<file path="config.mk">
export PLATFORM = sky130hd
export DESIGN_NAME = sync_fifo_gen2
export DESIGN_NICKNAME = d
export VERILOG_FILES = /design/src/rtl/sync_fifo_gen2.sv
export SDC_FILE = /design/constraint.sdc
export NUM_CORES = 2
export LEC_CHECK = 0
export BUFFER_PORTS_ARGS = -buffer_cell sky130_fd_sc_hd__buf_2
export CORE_ASPECT_RATIO = 1.25
export CORE_MARGIN = 3
export CORE_UTILIZATION = 27
export CTS_BUF_LIST = sky130_fd_sc_hd__clkbuf_4 sky130_fd_sc_hd__clkbuf_8 sky130_fd_sc_hd__clkbuf_16
export DETAILED_ROUTE_END_ITERATION = 6
export HOLD_SLACK_MARGIN = 0.03
export MAX_ROUTING_LAYER = met4
export PLACE_DENSITY_LB_ADDON = 0.05
export SETUP_SLACK_MARGIN = 0.05
export SKIP_LAST_GASP = 1
export SLEW_MARGIN = 15
export SYNTH_ARGS = -nofsm -noshare
export SYNTH_HDL_FRONTEND = slang
export SYNTH_SLANG_ARGS = --single-unit
</file>
<file path="constraint.sdc">
create_clock -name clk -period 5.3 [get_ports clk]
set_input_delay 0.795 -clock clk [delete_from_list [all_inputs] [get_ports clk]]
set_output_delay 0.795 -clock clk [all_outputs]
set_load 0.01 [all_outputs]
</file>
<file path="src/rtl/sync_fifo_gen2.sv">
// Synchronous FIFO with registered status flags, sticky overflow/underflow flags
// and a choice of registered-read or first-word-fall-through output.
module sync_fifo_gen2 #(
    parameter int DATA_W = 128,
    parameter int DEPTH  = 16,
    parameter int AF_LVL = DEPTH - 2,
    parameter int AE_LVL = 2,
    parameter int FWFT   = 0
) (
    input  logic                     clk,
    input  logic                     reset,
    input  logic                     i_wren,
    input  logic [DATA_W-1:0]        i_wrdata,
    input  logic                     i_rden,
    input  logic                     i_clr_err,
    output logic [DATA_W-1:0]        o_rddata,
    output logic                     o_rdvalid,
    output logic                     o_full,
    output logic                     o_alm_full,
    output logic                     o_empty,
    output logic                     o_alm_empty,
    output logic [$clog2(DEPTH):0]   o_count,
    output logic                     o_overflow,
    output logic                     o_underflow
);

    localparam int AW = $clog2(DEPTH);
    localparam int CW = AW + 1;
    localparam logic [CW-1:0] DEPTH_C = CW'(DEPTH);
    localparam logic [CW-1:0] AF_C    = CW'(AF_LVL);
    localparam logic [CW-1:0] AE_C    = CW'(AE_LVL);

    if ((DEPTH < 4) || ((DEPTH & (DEPTH - 1)) != 0)) begin : g_bad_depth
        $error("sync_fifo_gen2: DEPTH must be a power of 2 and at least 4");
    end
    if (!((AE_LVL >= 1) && (AE_LVL < AF_LVL) && (AF_LVL <= DEPTH - 1))) begin : g_bad_levels
        $error("sync_fifo_gen2: thresholds must satisfy 1 <= AE_LVL < AF_LVL <= DEPTH-1");
    end
    if ((FWFT != 0) && (FWFT != 1)) begin : g_bad_fwft
        $error("sync_fifo_gen2: FWFT must be 0 or 1");
    end

    logic [DATA_W-1:0] mem_q [DEPTH];
    logic [AW-1:0]     wrPtr_q, wrPtr_d;
    logic [AW-1:0]     rdPtr_q, rdPtr_d;
    logic [CW-1:0]     count_q, count_d;
    logic              full_q, almFull_q, empty_q, almEmpty_q;
    logic              ovf_q, unf_q;
    logic              wrAcc, rdAcc;

    // Acceptance uses the pre-edge flags, so a full FIFO can still pop and an
    // empty one can still push in the same cycle.
    always_comb begin
        wrAcc   = i_wren && !full_q;
        rdAcc   = i_rden && !empty_q;
        wrPtr_d = wrAcc ? wrPtr_q + AW'(1) : wrPtr_q;
        rdPtr_d = rdAcc ? rdPtr_q + AW'(1) : rdPtr_q;
        count_d = count_q;
        if (wrAcc && !rdAcc) begin
            count_d = count_q + CW'(1);
        end else if (rdAcc && !wrAcc) begin
            count_d = count_q - CW'(1);
        end
    end

    always_ff @(posedge clk or negedge reset) begin
        if (!reset) begin
            wrPtr_q    <= '0;
            rdPtr_q    <= '0;
            count_q    <= '0;
            full_q     <= 1'b0;
            almFull_q  <= 1'b0;
            empty_q    <= 1'b1;
            almEmpty_q <= 1'b1;
            ovf_q      <= 1'b0;
            unf_q      <= 1'b0;
        end else begin
            wrPtr_q    <= wrPtr_d;
            rdPtr_q    <= rdPtr_d;
            count_q    <= count_d;
            full_q     <= (count_d == DEPTH_C);
            almFull_q  <= (count_d >= AF_C);
            empty_q    <= (count_d == '0);
            almEmpty_q <= (count_d <= AE_C);
            // A fresh error outranks a clear in the same cycle.
            ovf_q      <= (i_wren && full_q) || (ovf_q && !i_clr_err);
            unf_q      <= (i_rden && empty_q) || (unf_q && !i_clr_err);
        end
    end

    always_ff @(posedge clk) begin
        if (wrAcc) begin
            mem_q[wrPtr_q] <= i_wrdata;
        end
    end

    if (FWFT != 0) begin : g_fwft
        // Gated so the output is zero, not stale storage, whenever nothing is queued.
        assign o_rddata  = empty_q ? '0 : mem_q[rdPtr_q];
        assign o_rdvalid = !empty_q;
    end else begin : g_regread
        logic [DATA_W-1:0] rdData_q;
        logic              rdValid_q;

        always_ff @(posedge clk or negedge reset) begin
            if (!reset) begin
                rdData_q  <= '0;
                rdValid_q <= 1'b0;
            end else begin
                rdValid_q <= rdAcc;
                if (rdAcc) begin
                    rdData_q <= mem_q[rdPtr_q];
                end
            end
        end

        assign o_rddata  = rdData_q;
        assign o_rdvalid = rdValid_q;
    end

    assign o_count     = count_q;
    assign o_full      = full_q;
    assign o_alm_full  = almFull_q;
    assign o_empty     = empty_q;
    assign o_alm_empty = almEmpty_q;
    assign o_overflow  = ovf_q;
    assign o_underflow = unf_q;

endmodule

</file>
==> run_results.csv <==
group,metric,value,unit
status,outcome,"finished clean",
hold_path,hold_path_class,"primary input to flop",
timing,slew_viol_final,0,
clock_network,clock_latency,920,ps
setup_path,cp_cell_sequence,"buf_4 > buf_4 > mux2i_1 > o22a_1 > o21ai_0 > o22ai_1 > a21oi_1",
timing,hold_viol,0,
clock_network,clock_tree.buffer_depth,4,
setup_path,cp_slowest_cell,"dfrtp_4",
setup_path,cp.depth,7,
global_routing,grt_pass1_wl,372000,µm
setup_path,crit_type,"flop to flop",
floorplanning,die_area,318000,µm²
routing,routed_via_density,4.66,
clock_network,clkTransAtPathRegs,60,ps
setup_path,start_kind,"flop",
cells_and_area,mostFrequentLayoutCells,"edfxtp_1 (2048), mux2i_1 (912), o22ai_1 (296), buf_2 (271), clkbuf_16 (249)",
floorplanning,design.portCount,273,
routing,drtPass1Iterations,5,
timing,setup-tns-final,0,ps
cells_and_area,layout_commonest_cell,"edfxtp_1",
timing,finalSetupViolCount,0,
clock_network,cts_resized,0,
setup_path,rr_worst_depth,7,
timing,hold_ws,208,ps
setup_path,worstPathRequired,6030,ps
clock_network,cts.sinks,2196,
routing,drc,0,
timing,fin_skew,77.6,ps
yosys,netlist_area,84000,µm²
setup_path,crit-reg2reg-launch,"rdPtr_q[0]",
clock_network,root_buffer,"clkbuf_16",
cells_and_area,area_growth,17.5,%
clock_network,cts_tree,"done",
place,gp_congestion,0.698,
yosys,yosys_warnings,0,
setup_path,critPathBufInv,2,
yosys,synthArstFlopShare,6.74,%
floorplanning,die_w,505,µm
timing,tightest_slew,1220,ps
yosys,synth_cells,4607,
yosys,ys.flop_type,"edfxtp_1",
setup_path,cp.arrival,4160,ps
place,io_buffer_count,272,
floorplanning,core,309000,µm²
cells_and_area,num-nets-final,5127,
cells_and_area,fin_util,31.9,%
clock_network,htreeDepth,4,
power,max-vdd-ir-drop,0.368,mV
setup_path,r2r_end,"o_rddata[38]",
timing,relSlewSlack,18.6,%
global_routing,grt_max_degree,107,
setup_path,endpoint_kind,"flop",
power,powerDensity,554,nW/µm²
routing,wl_per_cell,28.3,µm
clock_network,post_cts_buffers,0,
timing,fmax,0.292,GHz
yosys,syn_nets,4747,
clock_network,post_cts_hold_buffer_count,2,
yosys,ys_ff_latch,2196,
global_routing,antenna_found_initial,47,
routing,drt-initial-drc-count,2444,
setup_path,startpoint,"rdPtr_q[0]",
hold_path,hp-start,"i_wren",
clock_network,cts_buffers,246,
setup_path,regToRegSetupSlack,1870,ps
cells_and_area,drive_above_1_share,18.2,%
timing,post-route-min-period,3430,ps
routing,drt_wl_total,264000,µm
place,place_hpwl,142000,µm
routing,vias,43500,
setup_path,cp_common_cell,"buf_4",
yosys,ys_types,56,
yosys,ys_seq_area_share,77.7,%
setup_path,max_stage_delay,1000,ps
global_routing,overflow,0,
floorplanning,rows,228,
floorplanning,start_util,27.2,%
global_routing,grt_pass1_vias,45900,
global_routing,grt_util_all_layers,16.8,%
timing,finalCritPeriodShare,64.7,%
yosys,syn_area_per_cell,18.2,µm²
cells_and_area,nFillCells,30000,
timing,rsz0062_at_grt,"false",
setup_path,cpLargestDelayFamily,"buffers and inverters",
floorplanning,die_height,629,µm
yosys,synth_edf_count,2048,
routing,ant_nets,0,
flow_run,max_cap_viol_count,0,
power,power_leakage,33.8,nW
setup_path,crit_fanout,52,
setup_path,endpoint,"o_rddata[38]",
sequential cells by signal, indices dropped and copies added, names as in the netlist, 4 cells and up:
register,count
mem_q,2048
wrPtr_q,4
o_rddata,128
rdPtr_q,4
o_count,5
where the power goes:
part           leakage [nW]  internal, mW  switching, mW
combinational          9.55          5.42           9.79
clock                  4.05          9.94           7.02
sequential             20.2          21.2           1.26
cells in the mapped netlist, types with 7 or more instances:
cell type,number,area [µm²]
a21oi_1,88,440
a221o_1,19,190
a221oi_1,26,228
a22oi_1,47,353
and2_1,18,113
and3_1,23,144
buf_1,9,33.8
buf_2,65,325
buf_4,62,465
buf_6,41,462
clkbuf_1,93,349
dfrtp_1,146,3650
edfxtp_1,2048,61500
ha_1,7,87.6
inv_1,7,26.3
mux2_1,9,101
mux2_2,54,608
mux2i_1,912,9130
mux4_2,22,495
nand2_1,70,263
nand3_1,28,140
nor2_1,77,289
nor2b_1,8,50.1
nor3_1,141,706
o21ai_0,105,526
o21ai_1,66,330
o22a_1,54,473
o22ai_1,296,1850
o31ai_1,11,82.6
xnor2_1,8,70.1
worst reg2reg max path: stages (launching register included):
cell     delay [ps]
dfrtp_4        1000
buf_4           940
buf_4           640
mux2i_1         270
o22a_1          150
o21ai_0          80
o22ai_1         130
a21oi_1          60
cell type report:
class                           instances  area [µm²]  area share, %
Inverter                                8        37.5         0.0381
Clock buffer                          357        7270           7.37
Tap cell                             4140        5180           5.25
Timing Repair Buffer                  408        3020           3.06
Multi-Input combinational cell       2127       17100           17.4
Antenna cell                           17        42.5         0.0431
Clock inverter                         94         737          0.747
Sequential cell                      2196       65200           66.1
per-layer routing:
layer	wire length (µm)	up-vias	GRT usage, %	share of wire [%]
met5	0	-	-	0
met4	6050	0	3.81	2.3
met3	9610	387	2.64	3.6
met2	133000	772	28.5	50
met1	116000	23100	21.0	44
li1	-	19300	-	-
stage by stage:
step / total power, mW / instance area (µm²) / std cells / setup slack [ps]
after global placement: 38.7 / 90600 / 8877 / 1870
after detailed placement: 38.6 / 90600 / 8877 / 1850
after CTS: 55.9 / 98600 / 9330 / 1870
after global routing: 57.4 / 98600 / 9344 / 1660
final: 54.6 / 98600 / 9347 / 1870
after floorplan: 32.2 / 84000 / 4607 / 540
worst min path at each step:
stage                          endpoint  slack (ps)  cells after the start
after floorplan              wrPtr_q[3]         490                      1
after global placement    o_rddata[101]         480                      2
after detailed placement  o_rddata[101]         480                      2
after CTS                    o_overflow         110                      3
after global routing        o_underflow         160                      3
final                        o_overflow         210                      3
logic make-up (layout without fill, tap and decap cells):
logic type               Yosys count  in the layout  synth area share, %
AO/OA/AOI/OAI                    731            731                 5.56
flip-flops                      2196           2196                 77.7
multiplexers                     997            997                 12.3
XOR/XNOR                          10             10                0.122
buffers and inverters            284            867                 2.08
AND/OR/NAND/NOR                  382            382                 2.16
adder cells (fa/ha/maj)            7              7                0.104
other                              0             17                    0
(Power assumes the default switching activity.)
